==> src/rtl/maze_pkg.sv <==
// Shared types and constants for the maze router datapath.
package maze_pkg;

  localparam int NUM_PORTS    = 5;
  localparam int PKT_W        = 23;
  localparam int QOS_POS      = 8;
  localparam int STARVE_LIMIT = 4;

  // Packet field layout
  localparam int TGT_LSB  = 0;
  localparam int TGT_W    = 4;
  localparam int SRC_LSB  = 4;
  localparam int SRC_W    = 4;
  localparam int TYPE_LSB = 20;
  localparam int TYPE_W   = 3;

  // Port / direction indices
  localparam int DIR_N = 0;
  localparam int DIR_W = 1;
  localparam int DIR_S = 2;
  localparam int DIR_E = 3;
  localparam int DIR_B = 4;

  typedef logic [PKT_W-1:0] pkt_t;

  function automatic logic onehot5(input logic [4:0] v);
    return (v != 5'd0) && ((v & (v - 5'd1)) == 5'd0);
  endfunction

endpackage

==> src/rtl/switch_allocator_if.sv <==
// Handshake bundle between the router input buffers, the allocator and the output links.
interface switch_allocator_if;
  import maze_pkg::*;

  logic [NUM_PORTS-1:0]       in_valid;
  logic [NUM_PORTS*5-1:0]     in_route_req;
  logic [NUM_PORTS*PKT_W-1:0] in_pkt;
  logic [NUM_PORTS-1:0]       in_grant;
  logic [NUM_PORTS-1:0]       out_valid;
  logic [NUM_PORTS*PKT_W-1:0] out_pkt;
  logic [NUM_PORTS-1:0]       out_ready;
  logic                       err_route;

  modport slave (
    input  in_valid, in_route_req, in_pkt, out_ready,
    output in_grant, out_valid, out_pkt, err_route
  );

  modport master (
    output in_valid, in_route_req, in_pkt, out_ready,
    input  in_grant, out_valid, out_pkt, err_route
  );

endinterface

==> src/rtl/switch_allocator_qos_rr_arbiter.sv <==
// Per-output arbiter: QoS-first pool with starvation escape, then round-robin.
module qos_rr_arbiter
  import maze_pkg::*;
(
  input  logic                 clk,
  input  logic                 rst_n,
  input  logic                 en,
  input  logic [NUM_PORTS-1:0] req,
  input  logic [NUM_PORTS-1:0] qos,
  output logic [NUM_PORTS-1:0] grant,
  output logic                 gnt_valid
);

  localparam logic [2:0] LIMIT = 3'(STARVE_LIMIT);
  localparam logic [2:0] LAST  = 3'(NUM_PORTS - 1);

  logic [2:0]           rr_ptr_d, rr_ptr_q;
  logic [2:0]           starve_cnt_d, starve_cnt_q;
  logic [2:0]           win, idx;
  logic [3:0]           sum;
  logic [NUM_PORTS-1:0] hi, lo, pool;
  logic                 found;

  // Pick the pool, scan it from rr_ptr with wrap, and compute pointer/counter updates
  always_comb begin
    hi    = req & qos;
    lo    = req & ~qos;
    pool  = ((|hi) && (starve_cnt_q < LIMIT)) ? hi : req;
    grant = '0;
    found = 1'b0;
    win   = '0;
    idx   = '0;
    sum   = '0;
    for (int k = 0; k < NUM_PORTS; k++) begin
      sum = {1'b0, rr_ptr_q} + 4'(k);
      idx = (sum >= 4'(NUM_PORTS)) ? 3'(sum - 4'(NUM_PORTS)) : sum[2:0];
      if (en && !found && pool[idx]) begin
        grant[idx] = 1'b1;
        win        = idx;
        found      = 1'b1;
      end
    end
    gnt_valid    = found;
    rr_ptr_d     = rr_ptr_q;
    starve_cnt_d = starve_cnt_q;
    if (found) begin
      rr_ptr_d = (win == LAST) ? 3'd0 : win + 3'd1;
      if (qos[win] && (|lo))
        starve_cnt_d = (starve_cnt_q == LIMIT) ? LIMIT : starve_cnt_q + 3'd1;
      else
        starve_cnt_d = 3'd0;
    end
  end

  // Arbitration state registers
  always_ff @(posedge clk or negedge rst_n) begin
    if (!rst_n) begin
      rr_ptr_q     <= '0;
      starve_cnt_q <= '0;
    end else begin
      rr_ptr_q     <= rr_ptr_d;
      starve_cnt_q <= starve_cnt_d;
    end
  end

endmodule

==> src/rtl/switch_allocator.sv <==
// Output-port allocator and crossbar: request transpose, per-output arbiters,
// single-entry output holding slots and sticky route error.
module switch_allocator
  import maze_pkg::*;
(
  input logic               clk,
  input logic               rst_n,
  switch_allocator_if.slave bus
);

  logic [NUM_PORTS-1:0] req_by_out [NUM_PORTS];
  logic [NUM_PORTS-1:0] gnt_by_out [NUM_PORTS];
  logic [NUM_PORTS-1:0] qos, route_bad, slot_free, gnt_valid, in_grant_c;
  logic [NUM_PORTS-1:0] out_valid_d, out_valid_q;
  pkt_t                 out_pkt_d [NUM_PORTS];
  pkt_t                 out_pkt_q [NUM_PORTS];
  logic                 err_route_d, err_route_q;
  logic [4:0]           route_i;
  logic                 uturn_i, route_ok_i;

  // Validate each route_req and transpose into per-output request vectors
  always_comb begin
    route_bad  = '0;
    qos        = '0;
    route_i    = '0;
    uturn_i    = 1'b0;
    route_ok_i = 1'b0;
    for (int o = 0; o < NUM_PORTS; o++) req_by_out[o] = '0;
    for (int i = 0; i < NUM_PORTS; i++) begin
      route_i      = bus.in_route_req[i*5 +: 5];
      qos[i]       = bus.in_pkt[i*PKT_W + QOS_POS];
      // Only the local port may route back to itself
      uturn_i      = (i != DIR_B) && route_i[i];
      route_ok_i   = onehot5(route_i) && !uturn_i;
      route_bad[i] = bus.in_valid[i] && !route_ok_i;
      for (int o = 0; o < NUM_PORTS; o++)
        req_by_out[o][i] = bus.in_valid[i] && route_ok_i && route_i[o];
    end
  end

  assign slot_free = ~out_valid_q | bus.out_ready;

  for (genvar o = 0; o < NUM_PORTS; o++) begin : g_arb
    qos_rr_arbiter u_arb (
      .clk       (clk),
      .rst_n     (rst_n),
      .en        (slot_free[o]),
      .req       (req_by_out[o]),
      .qos       (qos),
      .grant     (gnt_by_out[o]),
      .gnt_valid (gnt_valid[o])
    );
  end

  // Merge per-output grants into the pop strobe; held low during reset
  always_comb begin
    in_grant_c = '0;
    for (int o = 0; o < NUM_PORTS; o++) in_grant_c = in_grant_c | gnt_by_out[o];
    bus.in_grant = rst_n ? in_grant_c : '0;
  end

  // Slot next state: load on grant (covers pop+refill), clear on pop alone, else hold
  always_comb begin
    err_route_d = err_route_q | (|route_bad);
    for (int o = 0; o < NUM_PORTS; o++) begin
      out_valid_d[o] = out_valid_q[o];
      out_pkt_d[o]   = out_pkt_q[o];
      if (gnt_valid[o]) begin
        out_valid_d[o] = 1'b1;
        out_pkt_d[o]   = '0;
        for (int i = 0; i < NUM_PORTS; i++)
          if (gnt_by_out[o][i]) out_pkt_d[o] = out_pkt_d[o] | bus.in_pkt[i*PKT_W +: PKT_W];
      end else if (bus.out_ready[o]) begin
        out_valid_d[o] = 1'b0;
      end
    end
  end

  // Slot and error registers
  always_ff @(posedge clk or negedge rst_n) begin
    if (!rst_n) begin
      out_valid_q <= '0;
      err_route_q <= 1'b0;
      for (int o = 0; o < NUM_PORTS; o++) out_pkt_q[o] <= '0;
    end else begin
      out_valid_q <= out_valid_d;
      err_route_q <= err_route_d;
      for (int o = 0; o < NUM_PORTS; o++) out_pkt_q[o] <= out_pkt_d[o];
    end
  end

  // Flatten slot contents onto the output bus
  always_comb begin
    bus.out_pkt = '0;
    for (int o = 0; o < NUM_PORTS; o++) bus.out_pkt[o*PKT_W +: PKT_W] = out_pkt_q[o];
  end

  assign bus.out_valid = out_valid_q;
  assign bus.err_route = err_route_q;

endmodule

==> src/flat_wrapper.sv <==
// flat-port wrapper written by rule: the top's interface ports become plain ports
module switch_allocator_flat import maze_pkg::*;
  (clk, rst_n, bus_in_valid, bus_in_route_req, bus_in_pkt, bus_out_ready, bus_in_grant, bus_out_valid, bus_out_pkt, bus_err_route);
  switch_allocator_if bus_i ();
  input logic clk;
  input logic rst_n;
  input wire logic [$bits(bus_i.in_valid)-1:0] bus_in_valid;
  input wire logic [$bits(bus_i.in_route_req)-1:0] bus_in_route_req;
  input wire logic [$bits(bus_i.in_pkt)-1:0] bus_in_pkt;
  input wire logic [$bits(bus_i.out_ready)-1:0] bus_out_ready;
  output wire logic [$bits(bus_i.in_grant)-1:0] bus_in_grant;
  output wire logic [$bits(bus_i.out_valid)-1:0] bus_out_valid;
  output wire logic [$bits(bus_i.out_pkt)-1:0] bus_out_pkt;
  output wire logic [$bits(bus_i.err_route)-1:0] bus_err_route;
  assign bus_i.in_valid = bus_in_valid;
  assign bus_i.in_route_req = bus_in_route_req;
  assign bus_i.in_pkt = bus_in_pkt;
  assign bus_i.out_ready = bus_out_ready;
  assign bus_in_grant = bus_i.in_grant;
  assign bus_out_valid = bus_i.out_valid;
  assign bus_out_pkt = bus_i.out_pkt;
  assign bus_err_route = bus_i.err_route;
  switch_allocator u_core (.clk(clk), .rst_n(rst_n), .bus(bus_i));
endmodule
==> config.mk <==
export PLATFORM = sky130hd
export DESIGN_NAME = switch_allocator_flat
export DESIGN_NICKNAME = d
export VERILOG_FILES = /design/src/rtl/maze_pkg.sv /design/src/rtl/switch_allocator_if.sv /design/src/rtl/switch_allocator_qos_rr_arbiter.sv /design/src/rtl/switch_allocator.sv /design/src/flat_wrapper.sv
export SDC_FILE = /design/constraint.sdc
export NUM_CORES = 1
export LEC_CHECK = 0
export ABC_AREA = 1
export BUFFER_PORTS_ARGS = -buffer_cell sky130_fd_sc_hd__clkbuf_2
export CAP_MARGIN = 20
export CORE_MARGIN = 2
export CORE_UTILIZATION = 37
export CTS_BUF_LIST = sky130_fd_sc_hd__clkbuf_4 sky130_fd_sc_hd__clkbuf_8
export DETAILED_ROUTE_END_ITERATION = 10
export SLEW_MARGIN = 10
export SYNTH_ARGS = -nofsm -noshare
export SYNTH_HDL_FRONTEND = slang
export SYNTH_HIERARCHICAL = 1
export SYNTH_SLANG_ARGS = --single-unit
==> constraint.sdc <==
create_clock -name clk -period 7.07 [get_ports clk]
set_input_delay 0.3535 -clock clk [delete_from_list [all_inputs] [get_ports clk]]
set_output_delay 0.3535 -clock clk [all_outputs]
set_load 0.005 [all_outputs]
==> flow_results.xml <==
<?xml version="1.0" encoding="UTF-8"?>
<metrics>
  <group name="final_layout">
    <metric name="final_layout_size_suffix_gt1_share" unit="%">17.2</metric>
    <metric name="core_utilization_of_the_finished_layout" unit="%">42.8</metric>
    <metric name="most_common_cell_after_layout_fill_and_taps_aside" unit="">nand2_1</metric>
    <metric name="finalInstanceArea" unit="mm2">0.0189</metric>
    <metric name="final_net_count" unit="">3217</metric>
    <metric name="mostFrequentLayoutCells" unit="">nand2_1 (804), nor2_1 (409), inv_1 (289)</metric>
    <metric name="area.growth.synth_to_final" unit="%">14.8</metric>
  </group>
  <group name="route">
    <metric name="drt_wl_total" unit="mm">74.4</metric>
    <metric name="dr.pass1.iters" unit="">6</metric>
    <metric name="first_iter_violations" unit="">2251</metric>
    <metric name="postRouteAntennaNets" unit="">0</metric>
    <metric name="remaining_drc_errors" unit="">0</metric>
    <metric name="routed-via-count" unit="">20300</metric>
    <metric name="route.detailed.wl_per_inst" unit="um">20.6</metric>
    <metric name="routed_via_density" unit="">5.62</metric>
  </group>
  <group name="yosys">
    <metric name="synth.distinct_cells" unit="">47</metric>
    <metric name="number_of_standard_cells_after_synthesis" unit="">2743</metric>
    <metric name="synth_top_flop_cell" unit="">dfrtp_1</metric>
    <metric name="synthesis.area" unit="mm2">0.0165</metric>
    <metric name="asyncSetResetFlopFracSynth" unit="%">100</metric>
    <metric name="yosys_warnings" unit="">6</metric>
    <metric name="ys_ff_latch" unit="">151</metric>
    <metric name="synthesis.area_per_instance" unit="um2">6.00</metric>
    <metric name="synth_edf_count" unit="">0</metric>
    <metric name="yosysSeqAreaShare" unit="%">22.9</metric>
  </group>
  <group name="placement">
    <metric name="dp.final_hpwl" unit="mm">54.6</metric>
    <metric name="placed_area" unit="mm2">0.0185</metric>
    <metric name="gp_routability_congestion" unit="">0.980</metric>
    <metric name="port-buffer-count" unit="">277</metric>
    <metric name="pre_cts_ws" unit="ns">1.81</metric>
  </group>
  <group name="sta">
    <metric name="setup_repair_after_global_routing_missed_its_margin" unit="">no</metric>
    <metric name="fmax" unit="MHz">171</metric>
    <metric name="fin_crit" unit="ns">5.84</metric>
    <metric name="setup_ws" unit="ns">1.23</metric>
    <metric name="maxSlewHeadroom" unit="%">21.5</metric>
    <metric name="finalHoldViolations" unit="">0</metric>
    <metric name="setup_tns" unit="ns">0</metric>
    <metric name="final_worst_clock_skew" unit="ns">0.0222</metric>
    <metric name="final_period_util" unit="%">82.6</metric>
    <metric name="worst_slew_pin_tran" unit="ns">1.18</metric>
    <metric name="setup_viol" unit="">0</metric>
    <metric name="final_max_slew_viol_count" unit="">0</metric>
  </group>
  <group name="outcome">
    <metric name="outcome" unit="">complete, no violations</metric>
  </group>
  <group name="clock_tree">
    <metric name="root_buf_cell" unit="">clkbuf_8</metric>
    <metric name="clk_pin_slew_worst_paths" unit="ns">0.09</metric>
    <metric name="cts_setup_buffers" unit="">0</metric>
    <metric name="cts_sinks" unit="">151</metric>
    <metric name="clockBufferDepth" unit="">2</metric>
    <metric name="cts_tree" unit="">yes</metric>
    <metric name="htree_num_levels" unit="">4</metric>
    <metric name="worstSkewPairLatency" unit="ns">0.47</metric>
    <metric name="cts_inserted_buffers" unit="">17</metric>
  </group>
  <group name="critical_path">
    <metric name="critical_path_arrival" unit="ns">5.49</metric>
    <metric name="worst_setup_path_end_kind" unit="">output pin</metric>
    <metric name="path_delay_family" unit="">simple AND/OR/NAND/NOR gates</metric>
    <metric name="critPathMaxFanout" unit="">25</metric>
    <metric name="worstPathRequired" unit="ns">6.72</metric>
    <metric name="crit_path_cell_trace" unit="">inv_1, ha_1, ha_1, nor2_1, a21boi_0, nand3_1, nor2_1, nor2_1, nand2_1, nor2_1, nand4_2, nor2_1, nor2_2, nand2_2, inv_2, nor2_2, buf_4, or2_2, o41ai_1, inv_1, clkbuf_2</metric>
    <metric name="cp_slowest_stage_delay" unit="ns">0.73</metric>
    <metric name="timing.critical_path.depth" unit="">21</metric>
    <metric name="reg2reg_depth" unit="">16</metric>
    <metric name="r2r-end" unit="">u_core/bus.out_pkt[40]$_DFFE_PN0P_</metric>
    <metric name="worstPathBufferInverterCount" unit="">5</metric>
    <metric name="crit_top_cell" unit="">nor2_1</metric>
    <metric name="critical_path.startpoint_type" unit="">flip-flop</metric>
    <metric name="timing.reg2reg.setup_slack" unit="ns">1.65</metric>
    <metric name="r2r-start" unit="">u_core/g_arb[1].u_arb/rr_ptr_q[0]$_DFFE_PN0P_</metric>
    <metric name="slowest_stage" unit="">dfrtp_1</metric>
    <metric name="critPathKind" unit="">flip-flop to output pin</metric>
  </group>
  <group name="grt">
    <metric name="grt_start_max_net_pins" unit="">73</metric>
    <metric name="grt_remaining_overflow" unit="">0</metric>
    <metric name="groute.usage.overall" unit="%">31.5</metric>
    <metric name="grt_pass1_wl" unit="mm">113</metric>
    <metric name="grt_antenna_before_repair" unit="">13</metric>
    <metric name="first_global_vias" unit="">19300</metric>
  </group>
  <group name="die">
    <metric name="row_count" unit="">77</metric>
    <metric name="floorplan.io_pins" unit="">278</metric>
    <metric name="fp.dieW" unit="um">215</metric>
    <metric name="initial_utilization" unit="%">37.3</metric>
    <metric name="fp.dieArea" unit="mm2">0.0462</metric>
    <metric name="core_area" unit="mm2">0.0441</metric>
    <metric name="die_h" unit="um">215</metric>
  </group>
  <group name="hold_path">
    <metric name="timing.hold.worst.class" unit="">input port to flip-flop</metric>
    <metric name="hold_end" unit="">u_core/bus.out_pkt[73]$_DFFE_PN0P_</metric>
    <metric name="startpoint_of_the_lowest_slack_hold_path" unit="">bus_in_pkt[96]</metric>
    <metric name="timing.hold.worst_path_depth" unit="">3</metric>
  </group>
  <group name="job">
    <metric name="maxCapViolations" unit="">0</metric>
  </group>
</metrics>
-- how the worst max path moves through the flow --
stage	startpoint	to	slack, ns
global placement	u_core/g_arb[1].u_arb/rr_ptr_q[0]$_DFFE_PN0P_	bus_in_grant[3]	1.78
detailed placement	u_core/g_arb[1].u_arb/rr_ptr_q[0]$_DFFE_PN0P_	u_core/bus.out_pkt[40]$_DFFE_PN0P_	1.81
floorplan	u_core/g_arb[3].u_arb/rr_ptr_q[0]$_DFFE_PN0P_	bus_in_grant[1]	3.32
finish	u_core/g_arb[1].u_arb/rr_ptr_q[0]$_DFFE_PN0P_	bus_in_grant[3]	1.23
CTS	u_core/g_arb[1].u_arb/rr_ptr_q[0]$_DFFE_PN0P_	bus_in_grant[3]	1.29
global route	u_core/g_arb[1].u_arb/rr_ptr_q[0]$_DFFE_PN0P_	bus_in_grant[3]	0.89
-- timing repair --
item	in CTS	in global routing
endpoints found under the hold margin	29	0
hold buffers	1	0
gates resized for setup	0	0
-- area by class of cell --
| cell class | count | area (um2) |
|---|---|---|
| repair buffers | 304 | 1630 |
| inverters | 350 | 1310 |
| clock buffers | 17 | 234 |
| flip-flops and latches | 151 | 3780 |
| multi-input cells | 2181 | 11100 |
| clock inverters | 12 | 109 |
| fillers | 4769 | 25200 |
| well taps | 592 | 741 |
| diodes | 13 | 32.5 |
-- tightest hold or removal path, stage by stage --
cell and delay [ns]:
clkbuf_2 0.11, a21oi_1 0.12, a21oi_1 0.07
-- cells in the mapped netlist (5+ instances only) --
cell	n	area [um2]
o21ai_0	52	260
o21ai_4	5	81.3
ha_1	55	688
xor2_1	6	52.6
buf_2	56	280
fa_1	5	100
clkinv_1	9	33.8
xor2_2	5	81.3
o22ai_1	67	419
nor2_1	410	1540
o31ai_1	5	37.5
nand2_2	32	200
o221ai_1	5	43.8
nand2_1	804	3020
inv_1	289	1080
inv_2	52	195
o21ai_1	17	85.1
clkbuf_1	7	26.3
a32oi_1	8	70.1
nand3b_1	10	75.1
a21oi_1	255	1280
nand4_1	42	263
nand3_1	169	846
nand4_2	8	100
a22o_1	8	70.1
nand2_4	5	56.3
nand3_2	20	200
nor2_2	47	294
xnor2_1	9	78.8
dfrtp_1	151	3780
a221oi_1	89	780
buf_6	9	101
-- metal layers --
metal	vias up	share of wire [%]	GRT usage [%]
met5	-	0.017	0
met1	9376	41	41.4
li1	9579	-	-
met4	2	4.0	13.3
met2	1179	44	49.7
met3	197	11	7.11
-- registers in the layout, indices dropped and copies added (netlist names) --
register	flops
u_core/bus.err_route	1
u_core/bus.out_pkt	115
u_core/g_arb.u_arb/rr_ptr_q	15
u_core/g_arb.u_arb/starve_cnt_q	15
u_core/bus.out_valid	5
-- cells by family (layout without fill, tap and decap cells) --
logic type / Yosys count / in the layout / share of synthesized area [%]
simple gates: 1554 / 1554 / 40.4
xor+xnor: 20 / 20 / 1.29
buf+inv: 425 / 683 / 10.6
fa+ha+maj: 60 / 60 / 4.79
flops: 151 / 151 / 22.9
compound gates: 532 / 532 / 20.0
other cells: 1 / 28 / 0.0228
-- metrics by stage --
step                hold WS, ns  instances
floorplan                0.0579       2757
CTS                       0.211       3605
global route              0.212       3619
finish                    0.231       3620
global placement          0.265       3575
detailed placement        0.267       3575
Power is not shown: default switching activity piles up to over one toggle a cycle in this logic, so the estimate is an artifact.
